$ cat src/rtl/au_result_fifo.sv
// Result stage behind the arithmetic unit: an in-order FIFO toward register-file
// writeback, plus a sticky divide-by-zero flag and a saturating error counter.
module au_result_fifo #(
    parameter int DEPTH = 4,
    parameter int CNT_W = 8
) (
    input  logic                     clk,
    input  logic                     rst_n,
    input  logic                     in_valid,
    output logic                     in_ready,
    input  logic [31:0]              in_result,
    input  logic [2:0]               in_opcode,
    input  logic [4:0]               in_dest,
    input  logic                     in_b_zero,
    output logic                     out_valid,
    input  logic                     out_ready,
    output logic [31:0]              out_result,
    output logic [2:0]               out_opcode,
    output logic [4:0]               out_dest,
    output logic                     out_err,
    output logic [$clog2(DEPTH):0]   count,
    output logic                     err_sticky,
    output logic [CNT_W-1:0]         err_cnt,
    input  logic                     err_clr
);

    localparam int AW = $clog2(DEPTH);
    localparam logic [AW:0] FULL_CNT = (AW + 1)'(DEPTH);
    localparam logic [2:0] OP_DIV = 3'b011;

    logic [31:0]   mem_result [DEPTH];
    logic [2:0]    mem_opcode [DEPTH];
    logic [4:0]    mem_dest   [DEPTH];
    logic          mem_err    [DEPTH];

    logic [AW-1:0] wr_ptr;
    logic [AW-1:0] rd_ptr;
    logic          push;
    logic          pop;
    logic          push_err;

    // Handshake: a beat transfers on any rising edge where valid and ready are both
    // high; ready depends only on occupancy, never on the opposite side's valid/ready.
    assign in_ready  = (count != FULL_CNT);
    assign out_valid = (count != '0);
    assign push      = in_valid & in_ready;
    assign pop       = out_valid & out_ready;
    assign push_err  = push & (in_opcode == OP_DIV) & in_b_zero;

    always_ff @(posedge clk) begin
        if (push) begin
            mem_result[wr_ptr] <= in_result;
            mem_opcode[wr_ptr] <= in_opcode;
            mem_dest[wr_ptr]   <= in_dest;
            mem_err[wr_ptr]    <= (in_opcode == OP_DIV) & in_b_zero;
        end
    end

    // Pointers wrap naturally because DEPTH is a power of two.
    always_ff @(posedge clk) begin
        if (!rst_n) begin
            wr_ptr <= '0;
            rd_ptr <= '0;
            count  <= '0;
        end else begin
            if (push) wr_ptr <= wr_ptr + 1'b1;
            if (pop)  rd_ptr <= rd_ptr + 1'b1;
            case ({push, pop})
                2'b10:   count <= count + 1'b1;
                2'b01:   count <= count - 1'b1;
                default: count <= count;
            endcase
        end
    end

    // A clear coinciding with an error push leaves exactly that one error recorded.
    always_ff @(posedge clk) begin
        if (!rst_n) begin
            err_sticky <= 1'b0;
            err_cnt    <= '0;
        end else if (err_clr) begin
            err_sticky <= push_err;
            err_cnt    <= CNT_W'(push_err);
        end else if (push_err) begin
            err_sticky <= 1'b1;
            if (err_cnt != '1) err_cnt <= err_cnt + 1'b1;
        end
    end

    always_comb begin
        out_result = '0;
        out_opcode = '0;
        out_dest   = '0;
        out_err    = 1'b0;
        if (out_valid) begin
            out_result = mem_result[rd_ptr];
            out_opcode = mem_opcode[rd_ptr];
            out_dest   = mem_dest[rd_ptr];
            out_err    = mem_err[rd_ptr];
        end
    end

endmodule

$ cat config.mk
export PLATFORM = sky130hd
export DESIGN_NAME = au_result_fifo
export DESIGN_NICKNAME = d
export VERILOG_FILES = /design/src/rtl/au_result_fifo.sv
export SDC_FILE = /design/constraint.sdc
export NUM_CORES = 1
export LEC_CHECK = 0
export ABC_AREA = 0
export CORE_MARGIN = 2
export CORE_UTILIZATION = 35
export CTS_CLUSTER_SIZE = 28
export DETAILED_ROUTE_END_ITERATION = 10
export PLACE_DENSITY = 0.58
export SKIP_LAST_GASP = 1
export SLEW_MARGIN = 20
export SYNTH_ARGS = -nofsm -noshare
export SYNTH_HDL_FRONTEND = slang
export SYNTH_SLANG_ARGS = --single-unit
$ cat constraint.sdc
create_clock -name clk -period 2.1 [get_ports clk]
set_input_delay 0.315 -clock clk [delete_from_list [all_inputs] [get_ports clk]]
set_output_delay 0.315 -clock clk [all_outputs]
set_load 0.05 [all_outputs]
Word level (Yosys, flattened, before mapping)
Memory sizes are Yosys's and may differ from the RTL's. A register that Yosys moved wholly into a read port is not among the register bits.
Cells that the tools add are included.
- register bits: 16
- memory bits (writable): 164
- output and inout bits: 55
- word-level logic and storage cells: 53
- memories kept: 4
- add/sub/neg operators: 5
- eq/ne operators: 5
- mux-type cells: 20
- bitwise gates (word level): 6
- reductions and logical operators: 7
- memory list (memory ; depth ; bits a word ; rd ports ; clocked after Yosys merged registers in ; write ports ; line ; source):
    mem_result ; 4 ; 32 ; 1 ; 1 ; 1 ; 31 ; logic [31:0] mem_result [DEPTH];
    mem_dest ; 4 ; 5 ; 1 ; 1 ; 1 ; 33 ; logic [4:0] mem_dest [DEPTH];
    mem_opcode ; 4 ; 3 ; 1 ; 1 ; 1 ; 32 ; logic [2:0] mem_opcode [DEPTH];
    mem_err ; 4 ; 1 ; 1 ; 1 ; 1 ; 34 ; logic mem_err [DEPTH];
- operator list (operator ; number):
    two-way mux 32 bit ; 1
    two-way mux 2 bit ; 8
    adder 8 x 1 -> 8 bit, second input constant ; 1
    two-way mux 1 bit ; 8
    inequality test 8 bit, second input constant ; 1
    one-hot mux 3 bit (2 select lines) ; 1
    nonzero test 2 bit ; 3
    AND 1 bit ; 5
    two-way mux 5 bit ; 1
    adder 2 x 1 -> 2 bit, second input constant ; 2
    AND reduction 2 bit ; 2
    adder 3 x 1 -> 3 bit, second input constant ; 1
    equality test 3 x 2 -> 1 bit, second input constant ; 1
    two-way mux 3 bit ; 1
    inequality test 3 bit, second input constant ; 1
    nonzero test 3 bit ; 1
    subtractor 3 x 1 -> 3 bit, second input constant ; 1
    equality test 2 x 1 -> 1 bit, second input constant ; 1
    equality test 2 bit, second input constant ; 1
    OR reduction 2 bit ; 1
    inverter 1 bit ; 1

Logic depth before layout (Yosys ltp)
- depth after elaboration: 6
- mapped depth: 9
- mapped depth without buffers: 8

Worst setup path before layout
Ideal clock, no wire load.
- path type: reg2reg
- start point: reg count[2]
- end point: reg count[2]
- setup time: 0.076 ns
- arrival: 2.535 ns
- data required time: 2.024 ns
- setup slack: -0.510 ns
- cell stages (with the launch flop): 10
- path buffers: 1
- period minus slack after synthesis: 2.610 ns
- cells stage by stage: dfxtp_1 or3b_1 buf_4 nand2_1 ha_1 inv_1 fa_1 xor2_1 or3_1 a21boi_0
- word-level cells in the longest chain between the ends: 4
- elaborated cells between the ends (all ways): 10
- those cells by class: 2 x add/sub; 3 x eq/ne; 1 x mux; 2 x bitwise; 2 x reduce/logical
- ends and longest elaborated chain (element ; line ; source):
    start, declared ; 21 ; output logic [$clog2(DEPTH):0] count,
    start signal, assigned ; 69 ; 2'b10: count <= count + 1'b1;
    start signal, assigned ; 70 ; 2'b01: count <= count - 1'b1;
    start signal, assigned ; 71 ; default: count <= count;
    inequality test 3 bit (*) ; 44 ; assign in_ready = (count != FULL_CNT);
    net in_ready ; 10 ; output logic in_ready,
    AND 1 bit (*) ; 46 ; assign push = in_valid & in_ready;
    equality test 2 x 1 -> 1 bit or equality test 2 bit (tied branches) ; 68 ; case ({push, pop})
    one-hot mux 3 bit (2 select lines) or nonzero test 2 bit (tied branches) ; -- ;
Mark *: on every way through the listed nets, which the timed path passes. The rest lies on a longest branch.
A chain may end at the register's enable or synchronous reset.

==> flow_summary_export.csv <==
group,metric,value,unit
outcome,status,"finished, violations left",
outcome,violations,"setup timing",
clock_tree,cts.clk_slew.worst_paths,0.07,ns
sta,worstMarginPinSlew,0.509,ns
min_path,hp-start,"err_sticky$_SDFFE_PN0P_",
layout,most-common-layout-cells,"164 x edfxtp_1, 56 x clkdlybuf4s50_1, 55 x buf_12",
layout,num_antenna_cells,0,
synthesis,synth_area_per_cell,19.4,um2
setup_path,reg2reg_depth,8,
min_path,hold_class,"reg -> reg",
synthesis,synth_flop_cell,"edfxtp_1",
floorplan,die_h,147,um
power_and_ir_drop,power_density,1490,nW/um2
grt,grt-ovfl-total,0,
clock_tree,cts.sinks,182,
placed_design,port_buffers,100,
sta,skew,0.00995,ns
clock_tree,clk_path_buf_depth,2,
sta,hold_viol_final,0,
sta,rsz0062_at_grt,"true",
route,totalWireLength,14.5,mm
setup_path,worst-path-max-fanout,5,
setup_path,crit_family,"multiplexers",
grt,grt_pass1_wl,22.9,mm
sta,fin_crit_sh,107,%
floorplan,floorplan.initialDensity,35.5,%
layout,fin_nets,549,
sta,worst_slack,-0.149,ns
power_and_ir_drop,ir_drop,1.20,mV
grt,antenna_found_initial,0,
power_and_ir_drop,p_sw_share,35.0,%
setup_path,rr_endpoint,"count[2]$_SDFFE_PN0P_",
route,via_count,3799,
layout,drive_gt1_share,35.6,%
power_and_ir_drop,p_switching,0.00518,W
sta,slew_headroom,66.0,%
floorplan,num_rows,52,
floorplan,io_pins,101,
sta,tns,-4.59,ns
layout,layout_commonest_cell,"edfxtp_1",
power_and_ir_drop,leakage,3.30,nW
min_path,min_path_cells,2,
setup_path,slowest_stage,"mux4_2",
setup_path,arrival,1.93,ns
placed_design,post-place-ws,-0.124,ns
power_and_ir_drop,comb_power_share,48.8,%
power_and_ir_drop,internal_power,0.00963,W
sta,fmax,445,MHz
setup_path,cp_common_cell,"buf_12",
sta,min_period,2.25,ns
clock_tree,cts_tree,"built",
synthesis,seq_area_frac_synth,74.1,%
setup_path,critical-path-max-stage-delay,0.50,ns
floorplan,core-area,20100,um2
setup_path,endpoint_kind,"output port",
route,drtPass1Iterations,4,
min_path,whs_endpoint,"err_sticky$_SDFFE_PN0P_",
clock_tree,clockRootBuffer,"clkbuf_16",
route,viasPerCell,4.88,
layout,area_growth,39.3,%
placed_design,gp_congestion,0.768,
setup_path,r2r_slack,0.06,ns
clock_tree,numCtsBuffers,17,
floorplan,die_area,21500,um2
synthesis,ys_async_sr_fraction,0,%
synthesis,synth.net_count,421,
route,route.detailed.drc,0,
setup_path,crit_type,"reg -> out",
route,detail-route-antenna-nets,0,
setup_path,crit_chain,"buf_12 > buf_16 > mux4_2 > and2_4 > buf_12",
sta,setup_violations,41,
route,wire_per_inst,18.6,um
power_and_ir_drop,p_clk_share,20.8,%
power_and_ir_drop,p_seq_share,30.4,%
synthesis,ys_seq_elements,182,
grt,grt_max_degree,44,
clock_tree,h-tree-depth,4,
synthesis,yosysWarnings,0,
synthesis,synth.distinct_cells,40,
clock_tree,clk_latency,0.43,ns
grt,track_usage,14.2,%
floorplan,fp.dieW,147,um
grt,grt_pass1_vias,4084,
placed_design,hpwl,8.60,mm
setup_path,r2r-start,"count[1]$_SDFFE_PN0P_",
sta,hold_slack,0.502,ns
synthesis,syn-cell-area,7140,um2
setup_path,critPathLaunchType,"flip-flop",
flow_run,cap_violations,0,
synthesis,synth_edf_count,164,
setup_path,cp.required,1.78,ns
sta,drv_slew,0,
setup_path,path_buf_inv,3,
synthesis,synthCells,368,
route,initialDrtViolationCount,211,
## kinds of logic (layout without fill, tap and decap cells)
| kind of cell | count (synthesis) | count (layout) | synth area share, % |
|---|---|---|---|
| DFF | 182 | 182 | 74.1 |
| and+or+nand+nor | 85 | 85 | 7.42 |
| muxes | 41 | 41 | 12.9 |
| buffers and inverters | 27 | 168 | 1.70 |
| AOI/OAI and AO/OA | 21 | 21 | 1.95 |
| adders and majority gates | 7 | 7 | 1.33 |
| xor gates and xnor gates | 5 | 5 | 0.614 |
## routing by layer
layer	GRT usage (%)	share of wire (%)	vias to the layer above
met5	0	0	-
li1	-	-	1718
met1	19.1	44	1969
met4	3.79	0.87	0
met2	23.0	49	103
met3	4.07	5.9	9
## Yosys cell counts, types with 2 or more instances
library cell,number,share of area [%]
a21boi_0,3,0.32
a21oi_1,6,0.42
and2_1,46,4.0
and3_1,5,0.44
buf_1,5,0.26
buf_2,4,0.28
buf_4,2,0.21
clkbuf_1,7,0.37
dfxtp_1,18,5.0
edfxtp_1,164,69
ha_1,6,1.1
inv_1,8,0.42
mux4_2,41,13
nand2_1,6,0.32
nand2b_1,2,0.18
nand3_1,7,0.49
nor2b_1,3,0.26
nor3_1,2,0.14
o21ai_0,3,0.21
o31ai_1,3,0.32
or3_1,3,0.26
or4_1,3,0.32
xnor2_1,4,0.49
## area by class of cell
class,count,area [um2]
clock buffers,17,425
flip-flops and latches,182,5300
well taps,270,338
repair buffers,128,1880
clock inverters,15,160
fillers,1615,10200
multi-input cells,159,1810
inverters,8,30.0
## tightest hold or removal path, stage by stage (launching register included)
cell	delay, ns
dfxtp_1	0.32
nand2b_1	0.06
a21boi_0	0.07
## state kept, by name, indices dropped and copies added, names as in the netlist, named ones only
name        cells
rd_ptr          2
mem_err         4
count           3
mem_result    128
err_cnt         8
mem_dest       20
wr_ptr          2
mem_opcode     12
err_sticky      1
## repair_timing
action / 4_1_cts / 5_1_grt
resized for setup: 25 / 3
pin swaps: 1 / 3
hold buffers: 0 / 0
setup endpoints to repair: 42 / 44
gates cloned: 4 / 0
setup buffers: 2 / 1
## through the flow
step           cell area (um2)  utilization [%]  std cells  total power [W]
4_1_cts                   9930             49.4        778           0.0150
5_1_grt                   9940             49.5        779           0.0154
3_3_place_gp              9140             45.5        740           0.0112
6_report                  9940             49.5        779           0.0148
3_5_place_dp              9140             45.5        740           0.0113
2_1_floorplan             7190                -        368          0.00811
## how the worst max path moves through the flow
stage                                        to                  start  cells after the start
after floorplan           count[2]$_SDFFE_PN0P_  count[2]$_SDFFE_PN0P_                      9
after global placement    count[2]$_SDFFE_PN0P_              out_ready                      8
after detailed placement  count[2]$_SDFFE_PN0P_              out_ready                      8
after CTS                         out_result[8]              flip-flop                      5
after global routing              out_opcode[2]              flip-flop                      5
final                               out_dest[2]              flip-flop                      5
## power groups by stage
stage / Combinational [W] / Sequential, W / Clock (W)
floorplan: 0.00351 / 0.00460 / 0
global placement: 0.00671 / 0.00453 / 0
detailed placement: 0.00674 / 0.00456 / 0
CTS: 0.00734 / 0.00450 / 0.00317
global route: 0.00758 / 0.00453 / 0.00333
finish: 0.00723 / 0.00450 / 0.00308
No activity file was read; power rests on OpenSTA's default activity.
